$ cat src/rtl/regfile_gpr_if.sv
// Bundle of the decoder read ports, writeback write port and debug access port
// for the general-purpose register file.
interface regfile_gpr_if #(
  parameter int ADDR_W = 5,
  parameter int DATA_W = 32
);
  logic [ADDR_W-1:0] rd1_addr;
  logic [DATA_W-1:0] rd1_data;
  logic [ADDR_W-1:0] rd2_addr;
  logic [DATA_W-1:0] rd2_data;

  logic              wr_en;
  logic [ADDR_W-1:0] wr_addr;
  logic [DATA_W-1:0] wr_data;

  logic              dbg_en;
  logic              dbg_we;
  logic [ADDR_W-1:0] dbg_addr;
  logic [DATA_W-1:0] dbg_wdata;
  logic [DATA_W-1:0] dbg_rdata;
  logic              dbg_ack;

  logic              init_busy;

  modport master (
    output rd1_addr, rd2_addr, wr_en, wr_addr, wr_data,
           dbg_en, dbg_we, dbg_addr, dbg_wdata,
    input  rd1_data, rd2_data, dbg_rdata, dbg_ack, init_busy
  );

  modport slave (
    input  rd1_addr, rd2_addr, wr_en, wr_addr, wr_data,
           dbg_en, dbg_we, dbg_addr, dbg_wdata,
    output rd1_data, rd2_data, dbg_rdata, dbg_ack, init_busy
  );
endinterface

$ cat src/rtl/regfile_gpr.sv
// RV32I register file: two combinational read ports with write-through bypass,
// one write port, post-reset clear sequencer and a request/ack debug port.
//
//   state      | meaning
//   -----------+-----------------------------------------------
//   S_INIT     | clear sequencer zeroing one entry per cycle
//   S_RUN      | normal operation, debug requests accepted
//   S_DBG_RESP | debug ack cycle
module regfile_gpr #(
  parameter int NUM_REGS = 32,
  parameter int DATA_W   = 32,
  parameter int ADDR_W   = 5
) (
  input  logic         clk,
  input  logic         rst,
  regfile_gpr_if.slave bus
);

  localparam logic [1:0] S_INIT     = 2'd0;
  localparam logic [1:0] S_RUN      = 2'd1;
  localparam logic [1:0] S_DBG_RESP = 2'd2;

  localparam logic [ADDR_W-1:0] LAST_IDX = ADDR_W'(NUM_REGS - 1);

  logic [1:0]        state;
  logic [ADDR_W-1:0] cnt;
  logic              dbg_ack;
  logic [DATA_W-1:0] dbg_rdata;
  logic [DATA_W-1:0] mem [NUM_REGS];

  logic              in_init;
  logic              core_we;
  logic              dbg_go;
  logic              dbg_wr_go;
  logic [DATA_W-1:0] rd1_val;
  logic [DATA_W-1:0] rd2_val;
  logic [DATA_W-1:0] dbg_val;

  assign in_init = (state == S_INIT);
  assign core_we = !in_init && bus.wr_en && (bus.wr_addr != '0);

  // Any core write in the same cycle stalls a debug write, regardless of address.
  assign dbg_go    = (state == S_RUN) && bus.dbg_en && !(bus.dbg_we && bus.wr_en);
  assign dbg_wr_go = dbg_go && bus.dbg_we;

  always_comb begin
    rd1_val = '0;
    if (!in_init && bus.rd1_addr != '0) begin
      if (bus.wr_en && bus.wr_addr == bus.rd1_addr) rd1_val = bus.wr_data;
      else                                          rd1_val = mem[bus.rd1_addr];
    end
  end

  always_comb begin
    rd2_val = '0;
    if (!in_init && bus.rd2_addr != '0) begin
      if (bus.wr_en && bus.wr_addr == bus.rd2_addr) rd2_val = bus.wr_data;
      else                                          rd2_val = mem[bus.rd2_addr];
    end
  end

  always_comb begin
    dbg_val = '0;
    if (bus.dbg_addr != '0) begin
      if (bus.wr_en && bus.wr_addr == bus.dbg_addr) dbg_val = bus.wr_data;
      else                                          dbg_val = mem[bus.dbg_addr];
    end
  end

  // Array has no reset; it is cleared by the sequencer once rst is released.
  always_ff @(posedge clk) begin
    if (!rst) begin
      if (in_init) begin
        mem[cnt] <= '0;
      end else begin
        if (core_we)
          mem[bus.wr_addr] <= bus.wr_data;
        if (dbg_wr_go && bus.dbg_addr != '0)
          mem[bus.dbg_addr] <= bus.dbg_wdata;
      end
    end
  end

  always_ff @(posedge clk) begin
    if (rst) begin
      state     <= S_INIT;
      cnt       <= '0;
      dbg_ack   <= 1'b0;
      dbg_rdata <= '0;
    end else begin
      dbg_ack <= 1'b0;
      case (state)
        S_INIT: begin
          cnt <= cnt + 1'b1;
          if (cnt == LAST_IDX) state <= S_RUN;
        end
        S_RUN: begin
          if (dbg_go) begin
            state   <= S_DBG_RESP;
            dbg_ack <= 1'b1;
            if (!bus.dbg_we) dbg_rdata <= dbg_val;
          end
        end
        S_DBG_RESP: state <= S_RUN;
        default:    state <= S_INIT;
      endcase
    end
  end

  assign bus.rd1_data  = rd1_val;
  assign bus.rd2_data  = rd2_val;
  assign bus.dbg_ack   = dbg_ack;
  assign bus.dbg_rdata = dbg_rdata;
  assign bus.init_busy = in_init;

endmodule

$ cat src/flat_wrapper.sv
// flat-port wrapper written by rule: the top's interface ports become plain ports
module regfile_gpr_flat 
#(
  parameter int NUM_REGS = 32,
  parameter int DATA_W   = 32,
  parameter int ADDR_W   = 5
)
  (clk, rst, bus_rd1_addr, bus_rd2_addr, bus_wr_en, bus_wr_addr, bus_wr_data, bus_dbg_en, bus_dbg_we, bus_dbg_addr, bus_dbg_wdata, bus_rd1_data, bus_rd2_data, bus_dbg_rdata, bus_dbg_ack, bus_init_busy);
  regfile_gpr_if #(.ADDR_W(ADDR_W), .DATA_W(DATA_W)) bus_i ();
  input  logic clk;
  input  logic rst;
  input wire logic [$bits(bus_i.rd1_addr)-1:0] bus_rd1_addr;
  input wire logic [$bits(bus_i.rd2_addr)-1:0] bus_rd2_addr;
  input wire logic [$bits(bus_i.wr_en)-1:0] bus_wr_en;
  input wire logic [$bits(bus_i.wr_addr)-1:0] bus_wr_addr;
  input wire logic [$bits(bus_i.wr_data)-1:0] bus_wr_data;
  input wire logic [$bits(bus_i.dbg_en)-1:0] bus_dbg_en;
  input wire logic [$bits(bus_i.dbg_we)-1:0] bus_dbg_we;
  input wire logic [$bits(bus_i.dbg_addr)-1:0] bus_dbg_addr;
  input wire logic [$bits(bus_i.dbg_wdata)-1:0] bus_dbg_wdata;
  output wire logic [$bits(bus_i.rd1_data)-1:0] bus_rd1_data;
  output wire logic [$bits(bus_i.rd2_data)-1:0] bus_rd2_data;
  output wire logic [$bits(bus_i.dbg_rdata)-1:0] bus_dbg_rdata;
  output wire logic [$bits(bus_i.dbg_ack)-1:0] bus_dbg_ack;
  output wire logic [$bits(bus_i.init_busy)-1:0] bus_init_busy;
  assign bus_i.rd1_addr = bus_rd1_addr;
  assign bus_i.rd2_addr = bus_rd2_addr;
  assign bus_i.wr_en = bus_wr_en;
  assign bus_i.wr_addr = bus_wr_addr;
  assign bus_i.wr_data = bus_wr_data;
  assign bus_i.dbg_en = bus_dbg_en;
  assign bus_i.dbg_we = bus_dbg_we;
  assign bus_i.dbg_addr = bus_dbg_addr;
  assign bus_i.dbg_wdata = bus_dbg_wdata;
  assign bus_rd1_data = bus_i.rd1_data;
  assign bus_rd2_data = bus_i.rd2_data;
  assign bus_dbg_rdata = bus_i.dbg_rdata;
  assign bus_dbg_ack = bus_i.dbg_ack;
  assign bus_init_busy = bus_i.init_busy;
  regfile_gpr #(.NUM_REGS(NUM_REGS), .DATA_W(DATA_W), .ADDR_W(ADDR_W)) u_core (.clk(clk), .rst(rst), .bus(bus_i));
endmodule
$ cat config.mk
export PLATFORM = sky130hd
export DESIGN_NAME = regfile_gpr_flat
export DESIGN_NICKNAME = d
export VERILOG_FILES = /design/src/rtl/regfile_gpr_if.sv /design/src/rtl/regfile_gpr.sv /design/src/flat_wrapper.sv
export SDC_FILE = /design/constraint.sdc
export NUM_CORES = 2
export LEC_CHECK = 0
export CORE_AREA = 2 2 330 332
export CTS_BUF_LIST = sky130_fd_sc_hd__clkbuf_4
export DETAILED_ROUTE_END_ITERATION = 10
export DIE_AREA = 0 0 332 334
export PLACE_DENSITY = 0.83
export SLEW_MARGIN = 5
export SYNTH_ARGS = -nofsm -noshare
export SYNTH_HDL_FRONTEND = slang
export SYNTH_SLANG_ARGS = --single-unit
export TNS_END_PERCENT = 100
$ cat constraint.sdc
create_clock -name clk -period 5.8 [get_ports clk]
set_clock_uncertainty 0.05 [all_clocks]
set_input_delay 1.16 -clock clk [delete_from_list [all_inputs] [get_ports clk]]
set_output_delay 1.16 -clock clk [all_outputs]
set_load 0.01 [all_outputs]
==> parameters.txt <==
Parameter                              Value

Setup path
  Data required time of the worst path ... approximately 4.6 ns
  Minimum setup slack among reg-to-reg paths ... around 2.2 ns
  Worst setup path start ... bus_wr_addr[0]
  Category of the worst setup path capture point ... primary output
  Kind of start point of the critical path ... primary input
  Critical Path Fanout Max ... 27
  Worst r2r dst ... u_core.mem[8][13]$_DFFE_PP_
  Capture point of the critical path ... bus_rd2_data[31]
  Critical Setup Path Class ... in2out
  Worst reg2reg startpoint ... u_core.state[0]$_SDFFE_PP0P_
  Arrival time reported for the critical path endpoint ... 4.40 ns
  Number of cell instances on the worst register-to-register path ... 7

Yosys
  Synth Instances ... 3,322
  Post-Syn Area ... between 50,000 and 60,000 um2
  Post-synth ARST share ... 0%
  Most common flop cell mapped by yosys ... sky130_fd_sc_hd__edfxtp_1
  Mean Syn Cell Area ... 17.6 um2
  Register area share after synthesis ... 54.0%
  Number of distinct library cell variants in the gate-level netlist after synthesis ... 68
  Seq cells post-synth ... about 1,100
  Yosys warning total ... 0
  Syn nets ... 3,413
  Number of enable-type register cells in the synthesized netlist ... between 1,000 and 1,500

Timing
  Maximum clock frequency ... around 180 MHz
  Setup total negative slack ... 0 ns
  Crit path setup slack, layout ... between 0.15 and 0.2 ns
  Final Slew Violations ... 0
  RSZ-0062 raised after global routing ... no
  Crit path time final ... between 5 and 6 ns
  Final period util ... a little over nine tenths
  Slew margin rel. ... under 10%
  Transition time at the pin with the least slew margin ... around 1.3 ns
  Setup violations, final ... 0
  Number of hold-slack violations in the final timing report ... 0

Clock tree
  Clk pin slew, worst setup/hold paths ... 0.06 ns
  CTS sink cnt ... between 1,000 and 1,500
  Number of buffers between clock root and the deepest sink ... 4
  CTS tree ... done
  CTS root buf ... sky130_fd_sc_hd__clkbuf_4
  Cts repair resizes ... 0
  Clock buffer count from CTS ... 280
  Post-CTS setup-driven buffer insertion count ... 0
  Worst-Skew Late Latency ... between 1 and 1.5 ns
  CTS H-tree lvls ... 5
  Hold-fix buffer count after cts ... 0

Floorplanning
  Die span in x ... 332 um
  Initial Utilization ... 54.2%
  Core box area ... around 110,000 um2
  FP Rows ... between 100 and 150
  Number of top-level pins ... 187
  Chip height ... about 330 um
  Die Footprint ... about 110,000 um2

Placed design
  Final HPWL from detailed placement ... between 100 and 150 mm
  Buffers added on ports ... between 150 and 200
  Worst slack at placement ... 0.365 ns
  Routability-driven placement congestion ratio ... around 0.95

Global route
  Global-route wire length before repair ... 287 mm
  All-layer global routing usage ... between 30% and 40%
  Largest net degree at the start of global routing ... 91
  Antenna violations before repair ... 6
  Vias in the first global route ... 41,100
  Leftover overflow at the end of global routing ... 0

Drt
  Mean routed wirelength per cell ... a little under 40 um
  DRC viols ... 0
  Total Wirelength ... 202 mm
  Vias per Instance ... 7.96
  Vias ... 41,800
  First-pass iteration count of the detailed router ... 7
  Number of violations reported at the end of detailed-routing iteration 0 ... 8,146
  Number of nets still failing antenna checks after routing ... 0

Min path
  Classification of the worst-slack hold path ... reg2reg
  Number of cells on the worst hold path ... 1

Power and ir drop
  Net switching component of the power ... 4.08 mW
  Combinational Power Share ... about a tenth
  Peak supply drop ... about 0.00018 V
  Sw Ratio ... 25.3%
  Leakage component of the power ... between 15 and 20 nW
  Internal power of the cells ... approximately 12 mW
  Clock power share ... 37.9%
  Fraction of power consumed by sequential logic ... 51.9%
  Power density of the placed cells ... 244 nW/um2

Cells and area
  Filler cell count in the final layout ... around 7,400
  Final Net Count ... roughly 3,700
  Signed area change from the synthesized netlist to the final layout ... 13.1%
  Fraction of final layout cells sized beyond drive strength 1 ... 37.5%

Status
  Result of the run ... complete, no violations

Flow run
  Max-capacitance violation count ... 0
[critical path: stages]
cell                              delay [ns]
sky130_fd_sc_hd__clkdlybuf4s50_1        0.65
sky130_fd_sc_hd__xnor2_1                0.16
sky130_fd_sc_hd__nand3_1                0.25
sky130_fd_sc_hd__o31a_2                 0.75
sky130_fd_sc_hd__a21oi_1                0.71
sky130_fd_sc_hd__clkdlybuf4s50_1        0.67
[cells by family after synthesis]
family | share of synthesized area, %
and+or+nand+nor | 2.11
AOI/OAI and AO/OA | 7.80
buffers and inverters | 2.75
muxes | 33.1
DFF | 54.0
xor gates and xnor gates | 0.270
adders and majority gates | 0.0428
[flip-flops by register name (all words and copies together) (netlist names)]
register,count
u_core.cnt,5
u_core.state,2
u_core.mem,1024
u_core.bus.dbg_ack,1
u_core.bus.dbg_rdata,32
[per-layer routing]
metal / global-route usage [%] / part of all wire (%)
met2: 53.2 / 44
met5: 0 / 0
met3: 13.0 / 17
met1: 44.7 / 30
met4: 25.9 / 8.7
[power by group through the flow]
stage,registers [mW],logic [mW],clock network (mW)
global placement,8.54,1.57,0
global route,8.38,1.67,6.54
detailed placement,8.55,1.58,0
CTS,8.38,1.59,6.14
finish,8.38,1.65,6.13
floorplan,8.54,1.02,0
[how the worst min path moves through the flow]
stage,from,end,slack [ns]
4_1_cts,u_core.bus.dbg_rdata[11]$_SDFFE_PP0P_,u_core.bus.dbg_rdata[11]$_SDFFE_PP0P_,0.44
5_1_grt,u_core.bus.dbg_rdata[8]$_SDFFE_PP0P_,u_core.bus.dbg_rdata[8]$_SDFFE_PP0P_,0.47
6_report,u_core.bus.dbg_rdata[5]$_SDFFE_PP0P_,u_core.bus.dbg_rdata[5]$_SDFFE_PP0P_,0.44
3_3_place_gp,u_core.bus.dbg_rdata[14]$_SDFFE_PP0P_,u_core.bus.dbg_rdata[14]$_SDFFE_PP0P_,0.42
2_1_floorplan,u_core.state[0]$_SDFFE_PP0P_,u_core.state[0]$_SDFFE_PP0P_,0.43
3_5_place_dp,u_core.bus.dbg_rdata[14]$_SDFFE_PP0P_,u_core.bus.dbg_rdata[14]$_SDFFE_PP0P_,0.42
[per-stage QoR]
| stage | cells | hold WS, ns | total power, mW | instance area [um2] | utilization, % |
|---|---|---|---|---|---|
| 2_1_floorplan | 3322 | 0.432 | 9.56 | 58500 | - |
| 3_3_place_gp | 4788 | 0.416 | 10.1 | 63000 | 58.4 |
| 3_5_place_dp | 4788 | 0.423 | 10.1 | 63000 | 58.4 |
| 4_1_cts | 5243 | 0.440 | 16.1 | 66100 | 61.4 |
| 5_1_grt | 5247 | 0.465 | 16.6 | 66100 | 61.4 |
| 6_report | 5248 | 0.439 | 16.2 | 66100 | 61.4 |
[cells in the final DEF, fill, tap and decap left out, types with 17 or more instances in the layout]
cell and count:
sky130_fd_sc_hd__a221o_1 46, sky130_fd_sc_hd__a22o_1 46, sky130_fd_sc_hd__mux2i_1 310, sky130_fd_sc_hd__a221oi_1 79, sky130_fd_sc_hd__clkinv_1 61, sky130_fd_sc_hd__buf_12 53, sky130_fd_sc_hd__nor2_1 46, sky130_fd_sc_hd__a21oi_1 55
sky130_fd_sc_hd__clkinv_2 17, sky130_fd_sc_hd__buf_4 144, sky130_fd_sc_hd__nand2_1 59, sky130_fd_sc_hd__clkdlybuf4s50_1 175, sky130_fd_sc_hd__o21a_1 22, sky130_fd_sc_hd__o211ai_1 17, sky130_fd_sc_hd__o22ai_1 77, sky130_fd_sc_hd__edfxtp_1 1024
sky130_fd_sc_hd__o221ai_1 61, sky130_fd_sc_hd__nor4_1 25, sky130_fd_sc_hd__nor2b_1 22, sky130_fd_sc_hd__dfxtp_1 40, sky130_fd_sc_hd__o21ai_0 27, sky130_fd_sc_hd__a211oi_1 21, sky130_fd_sc_hd__mux2_2 91, sky130_fd_sc_hd__mux4_2 675
sky130_fd_sc_hd__nor2_4 21, sky130_fd_sc_hd__clkbuf_4 369, sky130_fd_sc_hd__a22oi_1 41
[cell usage after synthesis (41+ instances only)]
library cell,number,share of area [%]
sky130_fd_sc_hd__mux4_2,675,26
sky130_fd_sc_hd__edfxtp_1,1024,53
sky130_fd_sc_hd__a221o_1,46,0.79
sky130_fd_sc_hd__clkbuf_1,156,1.0
sky130_fd_sc_hd__a21oi_1,56,0.48
sky130_fd_sc_hd__a22oi_1,41,0.53
sky130_fd_sc_hd__a22o_1,46,0.69
sky130_fd_sc_hd__a221oi_1,79,1.2
sky130_fd_sc_hd__o22ai_1,77,0.82
sky130_fd_sc_hd__mux2_2,91,1.8
sky130_fd_sc_hd__nand2_1,60,0.39
sky130_fd_sc_hd__mux2i_1,310,5.3
sky130_fd_sc_hd__buf_2,102,0.87
sky130_fd_sc_hd__nor2_1,67,0.43
sky130_fd_sc_hd__o221ai_1,61,0.91
[layout make-up]
| cell class | instances | area [um2] | area share, % |
|---|---|---|---|
| flip-flops and latches | 1064 | 31600 | 47.7 |
| multi-input cells | 1918 | 25600 | 38.7 |
| repair buffers | 380 | 4000 | 6.05 |
| clock buffers | 369 | 2770 | 4.19 |
| well taps | 1414 | 1770 | 2.67 |
| clock inverters | 86 | 402 | 0.607 |
| inverters | 12 | 47.5 | 0.0719 |
| diodes | 5 | 12.5 | 0.0189 |
Power figures use the tool's default switching activity.
